**src/rtl/tdm_pkg.sv**
```systemverilog
// Shared types and constants for the two-slot TDM demultiplexer.
package tdm_pkg;

    localparam int W_DEF = 4;
    localparam int ERR_W = 8;

    typedef enum logic [1:0] {
        IDLE,
        SLOT_A,
        SLOT_B
    } state_t;

endpackage

```
**src/rtl/tdm_shift.sv**
```systemverilog
// MSB-first serial-in shift register with clear and enable.
// nxt_o exposes the next-state value so a word can be captured on its last bit.
module tdm_shift #(
    parameter int W = 4
) (
    input  logic         clk,
    input  logic         rst_n,
    input  logic         en_i,
    input  logic         clr_i,
    input  logic         d_i,
    output logic [W-1:0] nxt_o
);

    logic [W-1:0] sr_q;
    logic [W-1:0] sr_d;

    always_comb begin
        sr_d = sr_q;
        if (clr_i) begin
            sr_d = '0;
        end else if (en_i) begin
            sr_d = {sr_q[W-2:0], d_i};
        end
    end

    always_ff @(posedge clk or negedge rst_n) begin
        if (!rst_n) begin
            sr_q <= '0;
        end else begin
            sr_q <= sr_d;
        end
    end

    assign nxt_o = sr_d;

endmodule

```
**src/rtl/tdm_demux2.sv**
```systemverilog
// Two-slot TDM demultiplexer: frame FSM, bit counter, output words,
// valid/error pulses and a saturating framing-error counter.
module tdm_demux2
    import tdm_pkg::*;
#(
    parameter int W = W_DEF
) (
    input  logic             clk,
    input  logic             rst_n,
    input  logic             ena,
    input  logic             sdi,
    input  logic             fsync,
    output logic [W-1:0]     a_data,
    output logic             a_valid,
    output logic [W-1:0]     b_data,
    output logic             b_valid,
    output logic             busy,
    output logic             frame_err,
    output logic [ERR_W-1:0] err_count
);

    localparam int CW = (W > 1) ? $clog2(W) : 1;

    state_t           state_q, state_d;
    logic [CW-1:0]    cnt_q, cnt_d;
    logic [W-1:0]     a_data_q, a_data_d;
    logic [W-1:0]     b_data_q, b_data_d;
    logic             a_vld_q, a_vld_d;
    logic             b_vld_q, b_vld_d;
    logic             ferr_q, ferr_d;
    logic [ERR_W-1:0] err_q, err_d;
    logic             sh_en;
    logic             sh_clr;
    logic [W-1:0]     word;
    logic             last;

    tdm_shift #(
        .W(W)
    ) u_shift (
        .clk   (clk),
        .rst_n (rst_n),
        .en_i  (sh_en),
        .clr_i (sh_clr),
        .d_i   (sdi),
        .nxt_o (word)
    );

    assign last = (cnt_q == CW'(W - 1));

    always_comb begin
        state_d  = state_q;
        cnt_d    = cnt_q;
        a_data_d = a_data_q;
        b_data_d = b_data_q;
        a_vld_d  = 1'b0;
        b_vld_d  = 1'b0;
        ferr_d   = 1'b0;
        err_d    = err_q;
        sh_en    = 1'b0;
        sh_clr   = 1'b0;
        if (ena) begin
            if (fsync) begin
                // A strobe inside a frame drops the partial word and restarts.
                if (state_q != IDLE) begin
                    ferr_d = 1'b1;
                    if (err_q != '1) begin
                        err_d = err_q + 1'b1;
                    end
                end
                sh_en   = 1'b1;
                cnt_d   = CW'(1);
                state_d = SLOT_A;
            end else begin
                case (state_q)
                    IDLE: begin
                        sh_clr = 1'b1;
                    end
                    SLOT_A: begin
                        sh_en = 1'b1;
                        if (last) begin
                            a_data_d = word;
                            a_vld_d  = 1'b1;
                            cnt_d    = '0;
                            state_d  = SLOT_B;
                        end else begin
                            cnt_d = cnt_q + 1'b1;
                        end
                    end
                    SLOT_B: begin
                        sh_en = 1'b1;
                        if (last) begin
                            b_data_d = word;
                            b_vld_d  = 1'b1;
                            cnt_d    = '0;
                            state_d  = IDLE;
                        end else begin
                            cnt_d = cnt_q + 1'b1;
                        end
                    end
                    default: begin
                        state_d = IDLE;
                        cnt_d   = '0;
                    end
                endcase
            end
        end
    end

    always_ff @(posedge clk or negedge rst_n) begin
        if (!rst_n) begin
            state_q  <= IDLE;
            cnt_q    <= '0;
            a_data_q <= '0;
            b_data_q <= '0;
            a_vld_q  <= 1'b0;
            b_vld_q  <= 1'b0;
            ferr_q   <= 1'b0;
            err_q    <= '0;
        end else if (ena) begin
            state_q  <= state_d;
            cnt_q    <= cnt_d;
            a_data_q <= a_data_d;
            b_data_q <= b_data_d;
            a_vld_q  <= a_vld_d;
            b_vld_q  <= b_vld_d;
            ferr_q   <= ferr_d;
            err_q    <= err_d;
        end
    end

    // Pulses are held across stalls and only shown in enabled cycles.
    assign a_valid   = a_vld_q & ena;
    assign b_valid   = b_vld_q & ena;
    assign frame_err = ferr_q & ena;
    assign a_data    = a_data_q;
    assign b_data    = b_data_q;
    assign err_count = err_q;
    assign busy      = (state_q != IDLE);

endmodule

```
**config.mk**
```make
export PLATFORM = sky130hd
export DESIGN_NAME = tdm_demux2
export DESIGN_NICKNAME = d
export VERILOG_FILES = /design/src/rtl/tdm_pkg.sv /design/src/rtl/tdm_shift.sv /design/src/rtl/tdm_demux2.sv
export SDC_FILE = /design/constraint.sdc
export NUM_CORES = 1
export LEC_CHECK = 0
export CAP_MARGIN = 30
export CORE_AREA = 5 5 76 71
export DETAILED_ROUTE_END_ITERATION = 10
export DIE_AREA = 0 0 81 76
export PLACE_DENSITY = 0.56
export SETUP_SLACK_MARGIN = 0.02
export SYNTH_ARGS = -nofsm -noshare
export SYNTH_HDL_FRONTEND = slang
export SYNTH_SLANG_ARGS = --single-unit
```
**constraint.sdc**
```tcl
create_clock -name clk -period 4.6 [get_ports clk]
set_clock_uncertainty 0.05 [all_clocks]
set_input_delay 0.46 -clock clk [delete_from_list [all_inputs] [get_ports clk]]
set_output_delay 0.46 -clock clk [all_outputs]
set_load 0.01 [all_outputs]
```
==> reports/qor.yml <==
status: "finished, final reports clean"
cts_made_buffers: 3
post-route-period-util_pct: 60.2
critical-path-top-delay-family: "buffers and inverters"
fraction_of_met3_tracks_used_by_global_routing_pct: 3.43
grtUsageTotal_pct: 9.28
synthesis.area_um2: 1320
cts_root_buffer: "clkbuf_8"
synth.top_cell.area_share_pct: 51.1
most_frequent_cells_after_synthesis: "dfrtp_1 (27), nand2_1 (16), inv_1 (10)"
synthesis.area_per_instance_um2: 10.8
drt-wirelength-per-cell_um: 12.3
postSynthCellCount: 122
cts_tree: "built"
busiest_layer: "met2"
drt-pass1-iter-count: 4
crit_path_cell_chain: "clkdlybuf4s50_1 > and2_1 > clkdlybuf4s50_1"
ys.warnings.count: 0
rows: 24
critical_path_most_common_cell: "clkdlybuf4s50_1"
gp_routability_congestion: 0.831
timing.max_cap.violations: 0
cts_hold_bufs: 0
ys_async_sr_fraction_pct: 100
htree_num_levels: 1
synthDominantAreaCellType: "dfrtp_1"
post-route-min-period_ps: 2770
finalMaxSlewViolations: 0
timing.critical_path.from_type: "input port"
place_worst_setup_slack_ps: 1830
die_area_um2: 6160
finalWorstSetupSlack_ps: 1830
layout-drive-gt1-share_pct: 12.8
syn_nets: 132
dp_hpwl_um: 1930
final-seq-area_um2: 676
power_per_cell_area_nw_per_um2: 535
post_dp_cell_area_um2: 1620
layout.cell_area.non_filler_um2: 1670
leakage_uw: 0.000717
critical_path_required_ps: 4090
ys_ff_latch: 27
grt_pass1_wl_um: 4570
vias_in_the_first_global_route: 1027
worst_skew_pair.late_latency_ps: 270
viasPerCell: 4.54
cts_buffer_depth: 2
critical_path.slowest_cell: "clkdlybuf4s50_1"
cts_resized: 0
critical_path.endpoint_type: "output port"
use_met2_pct: 15.1
max-vdd-ir-drop_mv: 0.222
achievable-frequency_mhz: 361
area_growth_pct: 26.6
yosysSeqAreaShare_pct: 51.1
worst_setup_hold_path_clk_slew_ps: 90
global_route.overflow_total: 0
ys_types: 38
setup-violations-final: 0
yosysMostFrequentCell: "dfrtp_1"
max-slew-margin-rel_pct: 42.9
nFillCells: 481
detail_route.drc_violations: 0
number_of_violations_reported_at_the_end_of_detailed_routing_iteration_0: 60
final-hold-violation-count: 0
finalSetupTns_ps: 0
slew_at_the_pin_closest_to_its_max_slew_limit_ps: 854
finish.net_count: 159
route.vias.total: 966
critical_path_buf_inv_count: 2
buffer_ports.inserted: 24
drt-total-wl_um: 2620
worstSetupPathType: "input port to output port"
die-width_um: 81
cts_num_sinks: 27
design.core.area_um2: 4620
fp.dieH_um: 76
io_pins: 25
critical_path.max_fanout: 22
grt_start_max_net_pins: 28
cts.repair_timing.setup_buffer_count: 0
grt_antenna_before_repair: 0
initial_core_utilization_pct: 28.6
multi_input_area_um2: 578
grt_use_met1_pct: 11.6
cpPeakStageDelay_ps: 1030
ant_nets: 0
diodes: 0
synth-edff-count: 0
grt_setup_unrepaired: "false"
ys_top_cells_by_area: "dfrtp_1 (51%), ha_1 (4.7%), nand2_1 (4.5%), o21ai_1 (3.0%), inv_1 (2.8%)"
dominantRegCellSynth: "dfrtp_1"
worst_hold_path_type: "register to register"
cp_data_arrival_time_ps: 2260
==> layout by cell type (no fill, tap or decap), types with 3 or more instances in the layout <==
| cell | n |
|---|---|
| nand2_1 | 16 |
| ha_1 | 5 |
| dfrtp_1 | 27 |
| a32oi_1 | 4 |
| and2_1 | 3 |
| o21ai_1 | 8 |
| a21oi_1 | 4 |
| inv_1 | 10 |
| clkbuf_8 | 3 |
| o21ai_0 | 4 |
| clkdlybuf4s50_1 | 24 |
| nand3_1 | 6 |
==> metal layers <==
| layer | vias up | routed length (um) | share of wire (%) |
|---|---|---|---|
| met4 | 0 | 10 | 0.38 |
| met2 | 27 | 1200 | 46 |
| met5 | - | 0 | 0 |
| li1 | 475 | - | - |
| met3 | 2 | 177 | 6.8 |
| met1 | 462 | 1230 | 47 |
==> path summary, 6_finish.rpt <==
path | startpoint | end | slack, ps | depth (start not counted)
min | b_data[1] | b_data[1] | 440 | 2
max | ena | frame_err | 1830 | 3
min in group asynchronous | rst_n | b_vld_q | 510 | 2
min reg2reg | b_data[1] | b_data[1] | 440 | 2
max reg2reg | state_q[1] | b_data[2] | 2850 | 6
max in group asynchronous | rst_n | err_count[7] | 3730 | 2
==> stage by stage <==
step	std cells	power, uW	hold WS, ps	util [%]
6_report	213	895	440	36.2
3_5_place_dp	209	770	426	35.1
3_3_place_gp	209	755	416	35.1
2_1_floorplan	122	609	114	-
4_1_cts	213	911	449	36.2
5_1_grt	213	968	477	36.2
==> sequential cells by signal, indices dropped and copies added, names as in the netlist <==
name          cells
a_data            4
b_data            4
b_vld_q           1
a_vld_q           1
err_count         8
state_q           2
cnt_q             2
u_shift.sr_q      4
ferr_q            1
==> worst reg2reg max path: stages, from the launching register on <==
cell	delay, ps
dfrtp_1	400
inv_1	130
ha_1	290
nand2b_1	160
nand2b_1	120
a32oi_1	350
o21ai_1	120
==> where the power goes <==
part	leakage [uW]	internal [uW]	switching, uW
sequential	0.000353	312	67.8
combinational	0.000342	198	181
clock	0.0000217	61.4	74.8
total	0.000717	571	324
==> logic make-up after synthesis <==
group / after synthesis / synth area share (%)
compound gates: 27 / 13.5
xor+xnor: 2 / 1.33
fa+ha+maj: 5 / 4.73
buf+inv: 14 / 5.11
flops: 27 / 51.1
mux: 4 / 3.98
simple gates: 43 / 20.2
==> final cells by class <==
| cell class | instances | area share [%] |
|---|---|---|
| Multi-Input combinational cell | 81 | 34.6 |
| Timing Repair Buffer | 25 | 14.8 |
| Clock buffer | 3 | 2.47 |
| Tap cell | 65 | 4.86 |
| Inverter | 11 | 2.47 |
| Clock inverter | 1 | 0.449 |
| Sequential cell | 27 | 40.4 |
Note: power is estimated with default switching activity, not from simulation.
